File: src/rtl/serial_adder_ctrl.sv
`default_nettype none
// ============================================================================
// Module   : serial_adder_ctrl (with leaf cell fa_ha)
// Brief    : Bit-serial adder controller, one full-adder cell, LSB first.
//            Optional macro SERIAL_ADDER_SUB_EN adds a 'sub' port (A - B).
// Revision : 1.0
// ============================================================================

module fa_ha (
    input  logic a,
    input  logic b,
    input  logic c,
    output logic sum,
    output logic carry
);
    assign sum   = a ^ b ^ c;
    assign carry = (a & b) | (c & (a ^ b));
endmodule

module serial_adder_ctrl #(
    parameter int WIDTH = 8
) (
    input  logic             clk,
    input  logic             rst,
    input  logic             start,
    input  logic [WIDTH-1:0] op_a,
    input  logic [WIDTH-1:0] op_b,
    input  logic             cin,
`ifdef SERIAL_ADDER_SUB_EN
    input  logic             sub,
`endif
    output logic             busy,
    output logic             done,
    output logic [WIDTH-1:0] result,
    output logic             cout
);

    localparam int                 c_CNT_W    = (WIDTH > 2) ? $clog2(WIDTH) : 1;
    localparam logic [c_CNT_W-1:0] c_CNT_LAST = c_CNT_W'(WIDTH - 1);

    typedef enum logic [1:0] {
        IDLE = 2'd0,
        RUN  = 2'd1,
        DONE = 2'd2
    } state_t;

    state_t             state_q,  state_d;
    logic [WIDTH-1:0]   a_q,      a_d;
    logic [WIDTH-1:0]   b_q,      b_d;
    logic [WIDTH-1:0]   sum_q,    sum_d;
    logic [WIDTH-1:0]   result_q, result_d;
    logic [c_CNT_W-1:0] cnt_q,    cnt_d;
    logic               carry_q,  carry_d;
    logic               cout_q,   cout_d;

    logic               w_cell_sum;
    logic               w_cell_carry;
    logic [WIDTH-1:0]   w_sum_shifted;

    fa_ha u_cell (
        .a     (a_q[0]),
        .b     (b_q[0]),
        .c     (carry_q),
        .sum   (w_cell_sum),
        .carry (w_cell_carry)
    );

    assign w_sum_shifted = {w_cell_sum, sum_q[WIDTH-1:1]};

    always_comb begin
        state_d  = state_q;
        a_d      = a_q;
        b_d      = b_q;
        sum_d    = sum_q;
        result_d = result_q;
        cnt_d    = cnt_q;
        carry_d  = carry_q;
        cout_d   = cout_q;

        case (state_q)
            IDLE, DONE: begin
                state_d = IDLE;
                if (start) begin
                    a_d   = op_a;
                    sum_d = '0;
                    cnt_d = '0;
`ifdef SERIAL_ADDER_SUB_EN
                    // Two's-complement subtraction: A + ~B + 1, cin unused.
                    if (sub) begin
                        b_d     = ~op_b;
                        carry_d = 1'b1;
                    end else begin
                        b_d     = op_b;
                        carry_d = cin;
                    end
`else
                    b_d     = op_b;
                    carry_d = cin;
`endif
                    state_d = RUN;
                end
            end
            RUN: begin
                sum_d   = w_sum_shifted;
                a_d     = a_q >> 1;
                b_d     = b_q >> 1;
                carry_d = w_cell_carry;
                cnt_d   = cnt_q + c_CNT_W'(1);
                if (cnt_q == c_CNT_LAST) begin
                    result_d = w_sum_shifted;
                    cout_d   = w_cell_carry;
                    state_d  = DONE;
                end
            end
            default: state_d = IDLE;
        endcase
    end

    always_ff @(posedge clk) begin
        if (rst) begin
            state_q  <= IDLE;
            a_q      <= '0;
            b_q      <= '0;
            sum_q    <= '0;
            result_q <= '0;
            cnt_q    <= '0;
            carry_q  <= 1'b0;
            cout_q   <= 1'b0;
        end else begin
            state_q  <= state_d;
            a_q      <= a_d;
            b_q      <= b_d;
            sum_q    <= sum_d;
            result_q <= result_d;
            cnt_q    <= cnt_d;
            carry_q  <= carry_d;
            cout_q   <= cout_d;
        end
    end

    assign busy   = (state_q == RUN);
    assign done   = (state_q == DONE);
    assign result = result_q;
    assign cout   = cout_q;

endmodule

`default_nettype wire
File: config.mk
export PLATFORM = sky130hd
export DESIGN_NAME = serial_adder_ctrl
export DESIGN_NICKNAME = d
export VERILOG_FILES = /design/src/rtl/serial_adder_ctrl.sv
export SDC_FILE = /design/constraint.sdc
export NUM_CORES = 1
export LEC_CHECK = 0
export CAP_MARGIN = 25
export CORE_MARGIN = 2
export CORE_UTILIZATION = 40
export DETAILED_ROUTE_END_ITERATION = 8
export GPL_TIMING_DRIVEN = 0
export MAX_ROUTING_LAYER = met4
export PLACE_DENSITY = 0.75
export SYNTH_ARGS = -nofsm -noshare
export SYNTH_HDL_FRONTEND = slang
export SYNTH_SLANG_ARGS = --single-unit
File: constraint.sdc
create_clock -name clk -period 1.28 [get_ports clk]
set_clock_uncertainty 0.1 [all_clocks]
set_input_delay 0.128 -clock clk [delete_from_list [all_inputs] [get_ports clk]]
set_output_delay 0.128 -clock clk [all_outputs]
set_load 0.01 [all_outputs]
==> flow_metrics.tcl, run 1 <==
set metrics [dict create \
    layout-drive-gt1-share_pct 49.4 \
    place.gp.congestion 0.816 \
    clk_root_buffer_cell "clkbuf_8" \
    dr.pass1.iters 4 \
    initial_utilization_pct 41.3 \
    synth-async-reset-ratio_pct 0 \
    synth.cell_area_um2 1640 \
    clockPowerShare_pct 31.7 \
    cap_violations 0 \
    global_route.usage.total_pct 21.5 \
    clock_tree.htree_level_count 2 \
    yosys_most_used_dff "dfxtp_1" \
    io_buffers 29 \
    synth_adder_area_share_pct 2.75 \
    power_density_nw_per_um2 1050 \
    setup_violations 19 \
    hpwl_reported_at_the_end_of_detailed_placement_mm 2.27 \
    cp.arrival_ns 1.12 \
    main_combinational_cell_family_by_area_after_synthesis "simple AND/OR/NAND/NOR gates" \
    syn_nets 213 \
    area_growth_syn_to_layout_pct 58.1 \
    power.leakage_nw 0.945 \
    ctsHoldBuffers 0 \
    slew_violations 0 \
    grt_first_pass_wirelength_mm 7.05 \
    timing.setup.tns_ns -0.453 \
    tritoncts.num_buffers 5 \
    status "complete, but fails checks" \
    drt-wirelength-per-cell_um 15.3 \
    critical_path.endpoint_type "output port" \
    antenna_found_initial 0 \
    synth-warning-count 0 \
    hold_viol_final 0 \
    worstHoldPathType "in -> reg" \
    pwr-share-seq_pct 47.6 \
    ios 31 \
    drt_iter0_markers 64 \
    post_synth_mux_area_share_pct 0 \
    floorplan.die_area_um2 4630 \
    finalNetCount 263 \
    synth-xor-area-share_pct 0 \
    synth-simple-area-share_pct 25.2 \
    max_freq_mhz 741 \
    violations "setup timing" \
    combPwrFrac_pct 20.7 \
    drt.antenna.violating_nets 0 \
    clockBufferDepth 2 \
    rsz_0062_raised_after_global_routing "true" \
    crit_path_max_fanout 8 \
    syn_inst 190 \
    cp.required_ns 1.05 \
    syn_avg_cell_area_um2 8.63 \
    placedCellCount 269 \
    worst_pin_slew_ns 0.710 \
    number_of_enable_flip_flop_cells_after_synthesis 0 \
    n_antenna_cell 0 \
    final.period_utilization_pct 105 \
    global_route.overflow_total 0 \
    seq_area_frac_synth_pct 46.4 \
    detail_route.drc_violations 0 \
    synth-seq-cells 38 \
    num-fill-cells 326 \
    post_route_insts_no_fill 291 \
    switching_share_pct 27.7 \
    grt_start_max_net_pins 12 \
    element_type_at_the_critical_path_start "flip-flop" \
    fin_crit_ns 1.35 \
    chipHeight_um 68.0 \
    distinct_cell_type_count_of_the_synthesized_netlist 21 \
    power_mw 2.72 \
    worst-setup-path-type "reg -> out" \
    dr_total_vias 1521 \
    tritoncts "yes" \
    fp.coreArea_um2 3970 \
    synth-compound-area-share_pct 17.5 \
    die_x_um 68.0 \
    detail_route.vias_per_cell 5.23 \
    worst_slack_ns -0.0688 \
    total_number_of_placement_rows 23 \
    worst_slew_margin_rel_pct 52.7 \
    clk_transition_reported_paths_ns 0.07 \
    power_switching_mw 0.752 \
    power_report.internal_total_mw 1.97 \
    clkLatencyLatePin_ns 0.29 \
    ir_drop_uv 720 \
    cts.sinks 38 \
    first_global_vias 1502 \
    drt_wl_total_mm 4.46 \
]
## critical path: stages, from the launching register on
cell and delay (ns):
dfxtp_2 0.34, nand2b_4 0.17, clkinv_8 0.08, buf_6 0.12
buf_6 0.11
## registers in the layout, summed over array words and instances (netlist names)
| name | count |
|---|---|
| cout | 1 |
| a_q | 8 |
| result | 8 |
| carry_q | 1 |
| b_q | 8 |
| cnt_q | 3 |
| state_q | 2 |
| sum_q | 7 |
## per-layer routing
layer	vias to the layer above	GRT usage [%]	wire length, µm
met5	-	-	0
met4	0	6.25	73
met3	8	6.25	171
met2	35	35.1	2350
met1	723	25.7	1860
li1	755	-	-
## synthesized netlist by cell type (all sizes together), types with 2 or more instances
master  count  share of area [%]
clkbuf      2               0.46
nor2       17                3.9
a311oi     15                 11
nor2b       2               0.76
a21oi      21                6.4
nand2b      3                1.1
nand2      50                 13
dfxtp      38                 46
ha          2                1.5
buf        15                7.4
nand3      21                6.4
## metrics by stage
stage | setup slack [ns] | utilization [%] | hold slack (ns) | instance area, µm²
4_1_cts | -0.209 | 62.1 | 0.0292 | 2470
3_3_place_gp | -0.407 | 50.2 | 0.332 | 1990
5_1_grt | -0.104 | 65.3 | 0.101 | 2590
3_5_place_dp | -0.424 | 50.2 | 0.340 | 1990
2_1_floorplan | 0.0162 | - | 0.164 | 1640
6_report | -0.0688 | 65.3 | 0.0752 | 2590
## final cells by class
class	count	area (µm²)	area share [%]
plain buffers	14	150	5.79
clock buffers	7	86.3	3.33
clock inverters	1	5.00	0.193
inverters	1	16.3	0.627
multi-input cells	134	1020	39.5
flip-flops and latches	38	776	29.9
well taps	50	62.6	2.41
repair buffers	46	473	18.2
## final timing paths
check                                from                      to  slack, ns  cells past startpoint
setup / recovery  state_q[1]$_SDFFE_PP0P_                    busy      -0.07                      4
hold / removal                        rst     b_q[1]$_SDFFE_PP0P_       0.08                      2
setup reg to reg    cnt_q[1]$_SDFFE_PP0P_  result[3]$_SDFFE_PP0P_      -0.06                      6
hold reg to reg    result[6]$_SDFFE_PP0P_  result[6]$_SDFFE_PP0P_       0.36                      2
## power by group through the flow
stage          combinational [mW]  sequential (mW)  clock (mW)
2_1_floorplan               0.252             1.30           0
3_3_place_gp                0.361             1.31           0
3_5_place_dp                0.365             1.31           0
4_1_cts                     0.525             1.29       0.869
5_1_grt                     0.608             1.30       0.918
6_report                    0.564             1.29       0.861
## placed cells by master (no fill, tap or decap), drive strengths merged
master          n
o21a            1
clkdlybuf4s15   1
nand3          21
dfxtp          38
nand3b          1
nand2          50
clkinv          2
buf            31
a21oi          21
nand2b          3
clkbuf          8
a311oi         15
clkdlybuf4s50  18
nor2b           2
ha              2
fa              1
dlygate4sd2     9
nor2           17
## what timing repair did
| action | in CTS | in global routing |
|---|---|---|
| gates cloned | 4 | 0 |
| buffers inserted | 10 | 7 |
| pin swaps | 26 | 31 |
| endpoints found under the setup margin | 41 | 39 |
| resized for setup | 80 | 48 |
## cells by family (layout without fill, tap and decap cells)
family                   Yosys count  after routing
adder cells (fa/ha/maj)            3              3
buffers and inverters             18             69
flip-flops                        38             38
AND/OR/NAND/NOR                   94             94
AO/OA/AOI/OAI                     37             37
Power figures use the tool's default switching activity.
==> inputs of run 2 (changes only) <==
--- a/config.mk
+++ b/config.mk
@@ -7,11 +7,11 @@
 export LEC_CHECK = 0
 export CAP_MARGIN = 25
 export CORE_MARGIN = 2
-export CORE_UTILIZATION = 40
+export CORE_UTILIZATION = 46
 export DETAILED_ROUTE_END_ITERATION = 8
 export GPL_TIMING_DRIVEN = 0
 export MAX_ROUTING_LAYER = met4
-export PLACE_DENSITY = 0.75
+export PLACE_DENSITY = 0.84
 export SYNTH_ARGS = -nofsm -noshare
 export SYNTH_HDL_FRONTEND = slang
 export SYNTH_SLANG_ARGS = --single-unit
==> flow_metrics.tcl, run 2 (synthesis gave the netlist of run 1 again) <==
set metrics [dict create \
    crit_path_max_fanout 5 \
    floorplan.die_area_um2 4060 \
    worst_slack_ns -0.0396 \
    dr.pass1.iters 6 \
    tritoncts.num_buffers 5 \
    timing.setup.tns_ns -0.183 \
    hpwl_reported_at_the_end_of_detailed_placement_mm 2.26 \
    violations "setup timing" \
    drt_iter0_markers 64 \
    drt.antenna.violating_nets 0 \
    io_buffers 29 \
    global_route.overflow_total 0 \
    ios 31 \
    placedCellCount 265 \
    rsz_0062_raised_after_global_routing "true" \
    status "complete, but fails checks" \
    area_growth_syn_to_layout_pct 42.8 \
    worstReg2RegStart "state_q[0]$_SDFFE_PP0P_" \
    clk_transition_reported_paths_ns 0.11 \
    worst-setup-path-type "reg -> reg" \
    antenna_found_initial 0 \
    chipHeight_um 63.7 \
    worst_hold_path_ep "result[0]$_SDFFE_PP0P_" \
    total_number_of_placement_rows 21 \
    detail_route.vias_per_cell 5.24 \
    place.gp.congestion 0.804 \
    post_route_insts_no_fill 285 \
    cp.arrival_ns 1.47 \
    cap_violations 0 \
    element_type_at_the_critical_path_start "flip-flop" \
    slew_violations 0 \
    cp.required_ns 1.43 \
    dp_worst_setup_slack_ns -0.385 \
    grt_start_max_net_pins 11 \
    setup_violations 13 \
    hold_path.startpoint "rst" \
    ir_drop_uv 568 \
    drt-wirelength-per-cell_um 13.7 \
    mostFrequentLayoutCells "nand2_1 (40), dfxtp_1 (32), nand3_1 (21)" \
    clk_root_buffer_cell "clkbuf_4" \
    grt_first_pass_wirelength_mm 6.42 \
    r2r-end "a_q[0]$_SDFFE_PP0P_" \
    num-fill-cells 270 \
    global_route.usage.total_pct 20.8 \
    die_x_um 63.7 \
    final_common_cell "nand2_1" \
    critical_path.endpoint_type "flip-flop" \
    final.period_utilization_pct 103 \
    tritoncts "yes" \
    dr_total_vias 1494 \
    drt_wl_total_mm 3.92 \
    power_density_nw_per_um2 1030 \
    hold_viol_final 0 \
    power.leakage_nw 0.899 \
    layout-drive-gt1-share_pct 32.2 \
    n_antenna_cell 0 \
    cts.sinks 38 \
    r2r_cells 5 \
    worstHoldPathType "in -> reg" \
    clockBufferDepth 2 \
    initial_utilization_pct 48.4 \
    max_freq_mhz 758 \
    worst_slew_margin_rel_pct 58.0 \
    first_global_vias 1396 \
    fp.coreArea_um2 3390 \
    detail_route.drc_violations 0 \
    clock_tree.htree_level_count 2 \
    hold_depth 2 \
    fin_hold_ws_ns 0.161 \
    worst_pin_slew_ns 0.630 \
    finalNetCount 263 \
    clkLatencyLatePin_ns 0.35 \
    fin_crit_ns 1.32 \
    regToRegSetupSlack_ns -0.04 \
]
[run 2: where the power goes]
part / switching (mW) / internal (mW)
Sequential: 0.0464 / 1.24
Clock: 0.380 / 0.248
Combinational: 0.235 / 0.256
[run 2: metal layers]
layer  wire length, µm  GRT usage, %  part of all wire, %
met1              1730          25.4                   44
met2              1960          32.4                   50
met3               162          5.89                  4.1
met4                68          8.15                  1.7
met5                 0             -                    0
[run 2: stage by stage]
stage / instance area, µm² / total power [mW] / util (%)
floorplan: 1640 / 1.55 / -
global placement: 1990 / 1.66 / 58.7
detailed placement: 1990 / 1.67 / 58.7
finish: 2340 / 2.41 / 69.1
CTS: 2180 / 2.33 / 64.4
global route: 2340 / 2.51 / 69.1
[run 2: timing repair]
item | 4_1_cts | 5_1_grt
gates cloned | 3 | 3
endpoints found under the setup margin | 34 | 39
buffers inserted | 5 | 6
endpoints found under the hold margin | 8 | 0
resized for setup | 43 | 29
hold buffers | 1 | 0
pin swaps | 6 | 18
[run 2: cell type report]
class,instances,area (µm²),area share [%]
sequential,38,771,32.9
inverter,1,16.3,0.694
tap,46,57.6,2.46
multi-input combinational,134,861,36.8
buffer,14,129,5.50
timing repair buffer,46,457,19.5
clock buffer,6,51.3,2.19
[run 2: worst max path at each step]
stage / cells after the start / startpoint / slack, ns / endpoint
3_5_place_dp: 6 / state_q[0]$_SDFFE_PP0P_ / -0.39 / busy
2_1_floorplan: 5 / cnt_q[0]$_SDFFE_PP0P_ / 0.02 / result[0]$_SDFFE_PP0P_
4_1_cts: 5 / state_q[1]$_SDFFE_PP0P_ / -0.15 / busy
3_3_place_gp: 6 / state_q[0]$_SDFFE_PP0P_ / -0.39 / busy
6_report: 5 / state_q[0]$_SDFFE_PP0P_ / -0.04 / a_q[0]$_SDFFE_PP0P_
5_1_grt: 5 / state_q[0]$_SDFFE_PP0P_ / -0.07 / a_q[0]$_SDFFE_PP0P_
[run 2: critical path: stages, from the launching register on]
cell and delay [ns]:
dfxtp_4 0.40, nand2b_4 0.14, buf_6 0.13, buf_8 0.13, nand2_4 0.05, a311oi_2 0.28
